`config.mk`:
```
export PLATFORM = sky130hd
export DESIGN_NAME = lif_param_loader
export DESIGN_NICKNAME = d
export VERILOG_FILES = /design/src/rtl/lif_param_loader.sv
export SDC_FILE = /design/constraint.sdc
export NUM_CORES = 1
export LEC_CHECK = 0
export CAP_MARGIN = 40
export CORE_AREA = 2 2 86 88
export DETAILED_ROUTE_END_ITERATION = 12
export DIE_AREA = 0 0 88 90
export PLACE_DENSITY = 0.57
export REMOVE_ABC_BUFFERS = 1
export SLEW_MARGIN = 20
export SYNTH_ARGS = -nofsm -noshare
export SYNTH_HDL_FRONTEND = slang
export SYNTH_SLANG_ARGS = --single-unit
```
`constraint.sdc`:
```
create_clock -name clk -period 1.7 [get_ports clk]
set_clock_uncertainty 0.1 [all_clocks]
set_input_delay 0.255 -clock clk [delete_from_list [all_inputs] [get_ports clk]]
set_output_delay 0.255 -clock clk [all_outputs]
set_load 0.1 [all_outputs]
```
`src/rtl/lif_param_loader.sv`:
```
// lif_param_loader: byte-serial framed loader that commits LIF neuron parameters atomically (checksum byte enabled by LIF_PARAM_CHECKSUM_EN)
module lif_param_loader #(
    parameter int unsigned TIMEOUT_CYCLES = 255,
    parameter logic [7:0]  HEADER         = 8'hA5
) (
    input  logic       clk,
    input  logic       reset,
    input  logic [7:0] data_in,
    input  logic       data_valid,
    output logic       data_ready,
    output logic [2:0] weight_a,
    output logic [2:0] weight_b,
    output logic [7:0] leak_rate,
    output logic [7:0] threshold,
    output logic [3:0] leak_cycles,
    output logic       params_ready,
    output logic       load_done,
    output logic       load_err,
    output logic       busy
);
`ifdef LIF_PARAM_CHECKSUM_EN
    typedef enum logic [2:0] {IDLE, B1, B2, B3, B4, CSUM, COMMIT} state_t;
`else
    typedef enum logic [2:0] {IDLE, B1, B2, B3, B4, COMMIT} state_t;
`endif
    localparam logic [7:0] LAST_GAP = 8'(TIMEOUT_CYCLES - 1);
    state_t     state_q, state_d;
    logic [7:0] gap_q, gap_d;
    logic       err_q, err_d, done_q, pr_q;
    logic       xfer;
    logic [2:0] sh_wa_q, sh_wb_q, wa_q, wb_q;
    logic [7:0] sh_lr_q, sh_th_q, lr_q, th_q;
    logic [3:0] sh_lc_q, lc_q;
`ifdef LIF_PARAM_CHECKSUM_EN
    logic [7:0] xor_q, xor_d;
`endif
    assign data_ready   = !reset && state_q != COMMIT;
    assign xfer         = data_valid && data_ready;
    assign busy         = state_q != IDLE;
    assign weight_a     = wa_q;
    assign weight_b     = wb_q;
    assign leak_rate    = lr_q;
    assign threshold    = th_q;
    assign leak_cycles  = lc_q;
    assign params_ready = pr_q;
    assign load_done    = done_q;
    assign load_err     = err_q;
    // frame sequencing, error detection and inter-byte gap timeout; an accepted byte always beats expiry
    always_comb begin
        state_d = state_q;
        err_d   = 1'b0;
        gap_d   = 8'd0;
`ifdef LIF_PARAM_CHECKSUM_EN
        xor_d   = (state_q == IDLE) ? 8'd0 : xor_q;
`endif
        case (state_q)
            IDLE: if (xfer) begin
                state_d = (data_in == HEADER) ? B1 : IDLE;
                err_d   = data_in != HEADER;
            end
            B1: if (xfer) state_d = B2;
            B2: if (xfer) state_d = B3;
            B3: if (xfer) state_d = B4;
`ifdef LIF_PARAM_CHECKSUM_EN
            B4: if (xfer) state_d = CSUM;
            CSUM: if (xfer) begin
                state_d = (data_in == xor_q) ? COMMIT : IDLE;
                err_d   = data_in != xor_q;
            end
`else
            B4: if (xfer) state_d = COMMIT;
`endif
            default: state_d = IDLE;
        endcase
        if (busy && state_q != COMMIT && !xfer) begin
            gap_d = gap_q + 8'd1;
            if (gap_q == LAST_GAP) begin
                state_d = IDLE;
                err_d   = 1'b1;
            end
        end
`ifdef LIF_PARAM_CHECKSUM_EN
        if (xfer && state_q inside {B1, B2, B3, B4}) xor_d = xor_q ^ data_in;
`endif
    end
    // state, gap counter and registered status pulses
    always_ff @(posedge clk) begin
        if (reset) begin
            state_q <= IDLE;
            gap_q   <= 8'd0;
            err_q   <= 1'b0;
            done_q  <= 1'b0;
        end else begin
            state_q <= state_d;
            gap_q   <= gap_d;
            err_q   <= err_d;
            done_q  <= state_q == COMMIT;
        end
    end
`ifdef LIF_PARAM_CHECKSUM_EN
    // running XOR of payload bytes for the checksum compare
    always_ff @(posedge clk) begin
        if (reset) xor_q <= 8'd0;
        else xor_q <= xor_d;
    end
`endif
    // shadow registers capture payload fields and are discarded on any rejection
    always_ff @(posedge clk) begin
        if (reset || err_d) begin
            sh_wa_q <= 3'd0;
            sh_wb_q <= 3'd0;
            sh_lr_q <= 8'd0;
            sh_th_q <= 8'd0;
            sh_lc_q <= 4'd0;
        end else if (xfer) begin
            if (state_q == B1) begin
                sh_wa_q <= data_in[2:0];
                sh_wb_q <= data_in[6:4];
            end
            if (state_q == B2) sh_lr_q <= data_in;
            if (state_q == B3) sh_th_q <= data_in;
            if (state_q == B4) sh_lc_q <= data_in[3:0];
        end
    end
    // neuron-facing outputs change only on commit so a reload or abort never disturbs them
    always_ff @(posedge clk) begin
        if (reset) begin
            wa_q <= 3'd0;
            wb_q <= 3'd0;
            lr_q <= 8'd0;
            th_q <= 8'hFF;
            lc_q <= 4'd0;
            pr_q <= 1'b0;
        end else if (state_q == COMMIT) begin
            wa_q <= sh_wa_q;
            wb_q <= sh_wb_q;
            lr_q <= sh_lr_q;
            th_q <= sh_th_q;
            lc_q <= sh_lc_q;
            pr_q <= 1'b1;
        end
    end
endmodule

```
# Word level (Yosys, flattened, before mapping)

Cells that the tools add are included.

Div/mod/pow operators: 0
Reduce and logical (&&, ||, !) cells: 14
Equality and inequality tests: 9
$add $sub $neg: 1
Shift operators: 0
Order comparisons: 0
Multipliers: 0
Multiplexer cells: 13
Bitwise gates (word level): 1

Operators with widths:

| operator                                             | number |
|---|---|
| two-way mux 3 bit                                    | 7 |
| equality test 8 bit (second input constant)          | 2 |
| case mux 3 bit (5 select lines)                      | 1 |
| adder 8 x 1 -> 8 bit (second input constant)         | 1 |
| inequality test 8 bit (second input constant)        | 1 |
| AND reduction 2 bit                                  | 4 |
| equality test 3 x 2 -> 1 bit (second input constant) | 2 |
| equality test 3 bit (second input constant)          | 2 |
| two-way mux 1 bit                                    | 5 |
| logical AND 1 bit                                    | 4 |
| equality test 3 x 1 -> 1 bit (second input constant) | 1 |
| zero test 3 bit                                      | 1 |
| inequality test 3 bit (second input constant)        | 1 |
| nonzero test 3 bit                                   | 1 |
| zero test 1 bit                                      | 2 |
| OR reduction 2 bit                                   | 1 |
| logical OR 1 bit                                     | 1 |
| NOT 1 bit                                            | 1 |

Bits in latches: 0
Memories kept: 0
Register bits after elaboration: 66
Memory bits (writable): 0
Word-level logic and storage cells: 53
Output and inout port bits: 31
Input bits: 11
Memory bits (read-only): 0

# Depth between registers and ports, before layout

Gate-level depths: netlist of the first run.

Word-level depth: 8
Depth in mapped cells: 8
Mapped depth without buffers: 5

# Worst setup path before layout of the first run

Ideal clock, no wire load.

Path kind: register -> register
Start: register state_q[1]
End: register sh_th_q[0]
Stages on the path, launching flop included: 7
Setup slack: -0.192 ns
Data arrival time: 1.678 ns
Period minus slack after synthesis: 1.892 ns
Setup time: 0.114 ns
Data required time: 1.486 ns
Cell sequence: dfxtp_1 clkbuf_2 or3_4 a211o_1 o211ai_2 buf_6 nor2_1

Elaborated cells between the ends (all ways): 15
Classes of those cells: 2 x eq/ne; 4 x mux; 9 x reduce/logical

RTL lines:

| what                            | RTL line | RTL |
|---|---|---|
| start, declared                 | 27       | `state_t state_q, state_d;` |
| start signal, assigned          | 94       | `state_q <= state_d;` |
| nonzero test 3 bit              | 39       | `assign busy = state_q != IDLE;` |
| named net busy                  | 19       | `output logic busy` |
| logical AND 1 bit (2 in series) | 75       | `if (busy && state_q != COMMIT && !xfer) begin` |
| two-way mux 1 bit               | 75       |  |
| logical OR 1 bit                | 109      | `if (reset \|\| err_d) begin` |
| end signal, assigned            | 121      | `if (state_q == B3) sh_th_q <= data_in;` |
| end, declared                   | 32       | `logic [7:0] sh_lr_q, sh_th_q, lr_q, th_q;` |

The timed path passes the listed nets, and every way through them passes these cells.
A chain may end at the register's enable or synchronous reset.

# Worst setup path after layout of the first run

Start: register state_q[1]
End: output busy

Word-level cells in the longest chain between the ends: 1

Ends and longest elaborated chain:

| what               | RTL line |
|---|---|
| nonzero test 3 bit | 39 |
| end, declared      | 19 |

Every way passes these cells.

==> results of run 1 <==
==> worst max-delay path, stage by stage, from the launching register on <==
cell,delay (ns)
dfxtp_2,0.32
or3_4,0.40
buf_6,0.13
buf_12,0.15
==> synth_stat cells <==
cell type  number
dfxtp_1        66
nor2_1         26
a22o_1         18
nand2_1        18
nand3_1        17
mux2i_1        14
a21oi_1        12
buf_2           8
o22a_1          8
xor2_1          7
buf_6           3
inv_1           3
nor2b_1         3
ha_1            2
nand2b_1        2
nand4_1         2
nor4bb_1        2
xnor2_1         2
a2111oi_4       1
a211o_1         1
a211oi_1        1
a21o_1          1
a2bb2oi_1       1
and3_1          1
and4_1          1
buf_4           1
clkbuf_1        1
clkbuf_2        1
inv_2           1
nand2_2         1
nor3b_1         1
nor4_1          1
o211ai_2        1
o21a_1          1
o21ai_1         1
or3_4           1
==> path summary, 6_finish.rpt <==
check | cells past startpoint | end | from
setup reg to reg | 5 | sh_th_q[7]$_SDFFE_PP0P_ | state_q[1]$_SDFF_PP0_
hold / removal | 2 | sh_lc_q[2]$_SDFFE_PP0P_ | sh_lc_q[2]$_SDFFE_PP0P_
hold reg to reg | 2 | sh_lc_q[2]$_SDFFE_PP0P_ | sh_lc_q[2]$_SDFFE_PP0P_
setup / recovery | 3 | busy | state_q[1]$_SDFF_PP0_
==> cell families after synthesis <==
kind of cell             share of synthesized area
XOR/XNOR                                    0.0328
adder cells (fa/ha/maj)                     0.0104
buffers and inverters                       0.0437
multiplexers                                0.0583
AND/OR/NAND/NOR                              0.150
AO/OA/AOI/OAI                                0.155
flip-flops                                   0.550
==> power by group through the flow <==
stage          Clock (uW)  Sequential (uW)  Combinational, uW
2_1_floorplan           0             1620                135
3_3_place_gp            0             1610                339
3_5_place_dp            0             1610                341
4_1_cts              1590             1570                350
5_1_grt              1660             1570                377
6_report             1550             1570                350
==> metal layers <==
metal	track usage	up-vias	share of wire
li1	-	970	-
met1	0.194	885	0.47
met2	0.227	33	0.47
met3	0.0358	11	0.032
met4	0.0846	0	0.028
met5	0	-	0
==> state kept, by name, indices dropped and copies added (netlist names) <==
signal	cells
gap_q	8
leak_rate	8
sh_lr_q	8
sh_th_q	8
threshold	8
leak_cycles	4
sh_lc_q	4
sh_wa_q	3
sh_wb_q	3
state_q	3
weight_a	3
weight_b	3
load_done	1
load_err	1
params_ready	1
==> final cells by class <==
cell class	count	area [um^2]	share of cell area
clock inverters	5	103	0.0273
multi-input cells	147	991	0.264
clock buffers	11	131	0.0350
inverters	4	17.5	0.00467
flip-flops and latches	66	1320	0.353
well taps	99	124	0.0330
repair buffers	79	1060	0.283
==> cells in the final DEF (no fill, tap or decap), types with 2 or more instances in the layout <==
master and count:
dfxtp_1 64, nand2b_1 2, a22o_1 18, xor2_1 7
nand3_1 17, nor2_1 26, clkbuf_1 2, buf_6 2
clkdlybuf4s50_1 10, a21oi_1 12, nor2b_1 2, dfxtp_2 2
bufinv_16 3, ha_1 2, xnor2_1 2, buf_4 32
buf_12 35, inv_1 3, nand4_1 2, o22a_1 8
nand2_1 18, mux2i_1 14, clkbuf_8 9
==> stage by stage <==
| step | cells | setup TNS (ns) | worst slack (ns) | utilization |
|---|---|---|---|---|
| 6_report | 411 | 0 | 0.00425 | 0.535 |
| 5_1_grt | 411 | -0.0890 | -0.0487 | 0.535 |
| 3_5_place_dp | 393 | -9.43 | -0.316 | 0.495 |
| 4_1_cts | 411 | -0.0238 | -0.0238 | 0.533 |
| 3_3_place_gp | 393 | -9.01 | -0.294 | 0.495 |
| 2_1_floorplan | 217 | -10.30 | -0.367 | - |
==> repair_timing <==
item	4_1_cts	5_1_grt
setup buffers	2	0
resized for setup	6	2
pin swaps	2	0
setup endpoints to repair	2	29
==> results_dict.tcl, run 1 <==
set metrics [dict create \
    status "completed" \
    hold_slack_ns 0.353 \
    rrSetupSlack_ns 0.11 \
    maxSlewViolCount 0 \
    ant_nets 0 \
    start_kind "register" \
    p_comb_frac 0.101 \
    fillers 618 \
    drt_wl_total_mm 5.29 \
    synth_top_area_share 0.550 \
    ys_ff_latch 66 \
    ios 42 \
    cts_made_buffers 9 \
    cts_tree "yes" \
    holdBufCountCts 0 \
    required_ns 1.34 \
    drt-initial-drc-count 38 \
    cts_max_level 3 \
    synth_area_um2 2400 \
    hold_path_class "register to register" \
    route.detailed.drc 0 \
    yosysUniqueCellTypes 36 \
    worstSetupPathType "register to output port" \
    power_switching_uw 778 \
    rsz0062_at_grt "true" \
    cp_max_fo 2 \
    rows 31 \
    numPortBuffers 41 \
    power.density_nw_per_um2 926 \
    vdd_drop_max_uv 457 \
    diodes 0 \
    critical_path_arrival_ns 1.34 \
    grt_start_max_net_pins 21 \
    grt_pass1_wl_mm 9.02 \
    seqPwrFrac 0.453 \
    avgSynthCellArea_um2 10.4 \
    start_util 0.342 \
    netlist_top_cells_area "dfxtp_1 55%, a22o_1 6.6%, mux2i_1 5.8%, nor2_1 4.1%, nand3_1 3.5%" \
    grt_overflow_total 0 \
    layout_min_cycle_time_ns 1.70 \
    design_area_um2 3750 \
    root_buffer "clkbuf_8" \
    core_area_um2 7020 \
    avgRoutedWirePerCell_um 12.9 \
    yosysTopAreaCell "dfxtp_1" \
    cts_sinks 66 \
    end_kind "output port" \
    cap_violations 0 \
    die_w_um 88 \
    grt_usage 0.150 \
    setup_viol 0 \
    vias 1899 \
    antenna_found_initial 0 \
    finalNetCount 320 \
    clockPowerShare 0.447 \
    worstMarginPinSlew_ns 0.279 \
    ys_seq_area_frac 0.550 \
    dp_hpwl_mm 3.73 \
    synth_warnings 0 \
    first_global_vias 1863 \
    switching_share 0.224 \
    synth_cells 231 \
    p_int_uw 2700 \
    syn_to_final_growth_pct 56.2 \
    clkLatencyLatePin_ns 0.34 \
    place.gp.congestion 0.782 \
    hold_violations 0 \
    post_dp_cell_area_um2 3480 \
    clk_pin_slew_worst_paths_ns 0.06 \
    clockBufferDepth 2 \
    layout-drive-gt1-share 0.295 \
    fp.dieH_um 90 \
    firstDrtPassIters 4 \
    timing.slew.headroom 0.811 \
    power_uw 3480 \
    drt-vias-per-instance 4.62 \
    p_leak_uw 0.00152 \
    max_clock_freq_mhz 590 \
    finalCritPeriodShare 0.997 \
    die_area_um2 7920 \
]
(Power assumes the default switching activity.)
==> inputs of run 2 (changes only) <==
CTS_CLUSTER_DIAMETER = 200   (was not set)
==> results of run 2 <==
Final layout, timing and power as in run 1 (identical DEF).
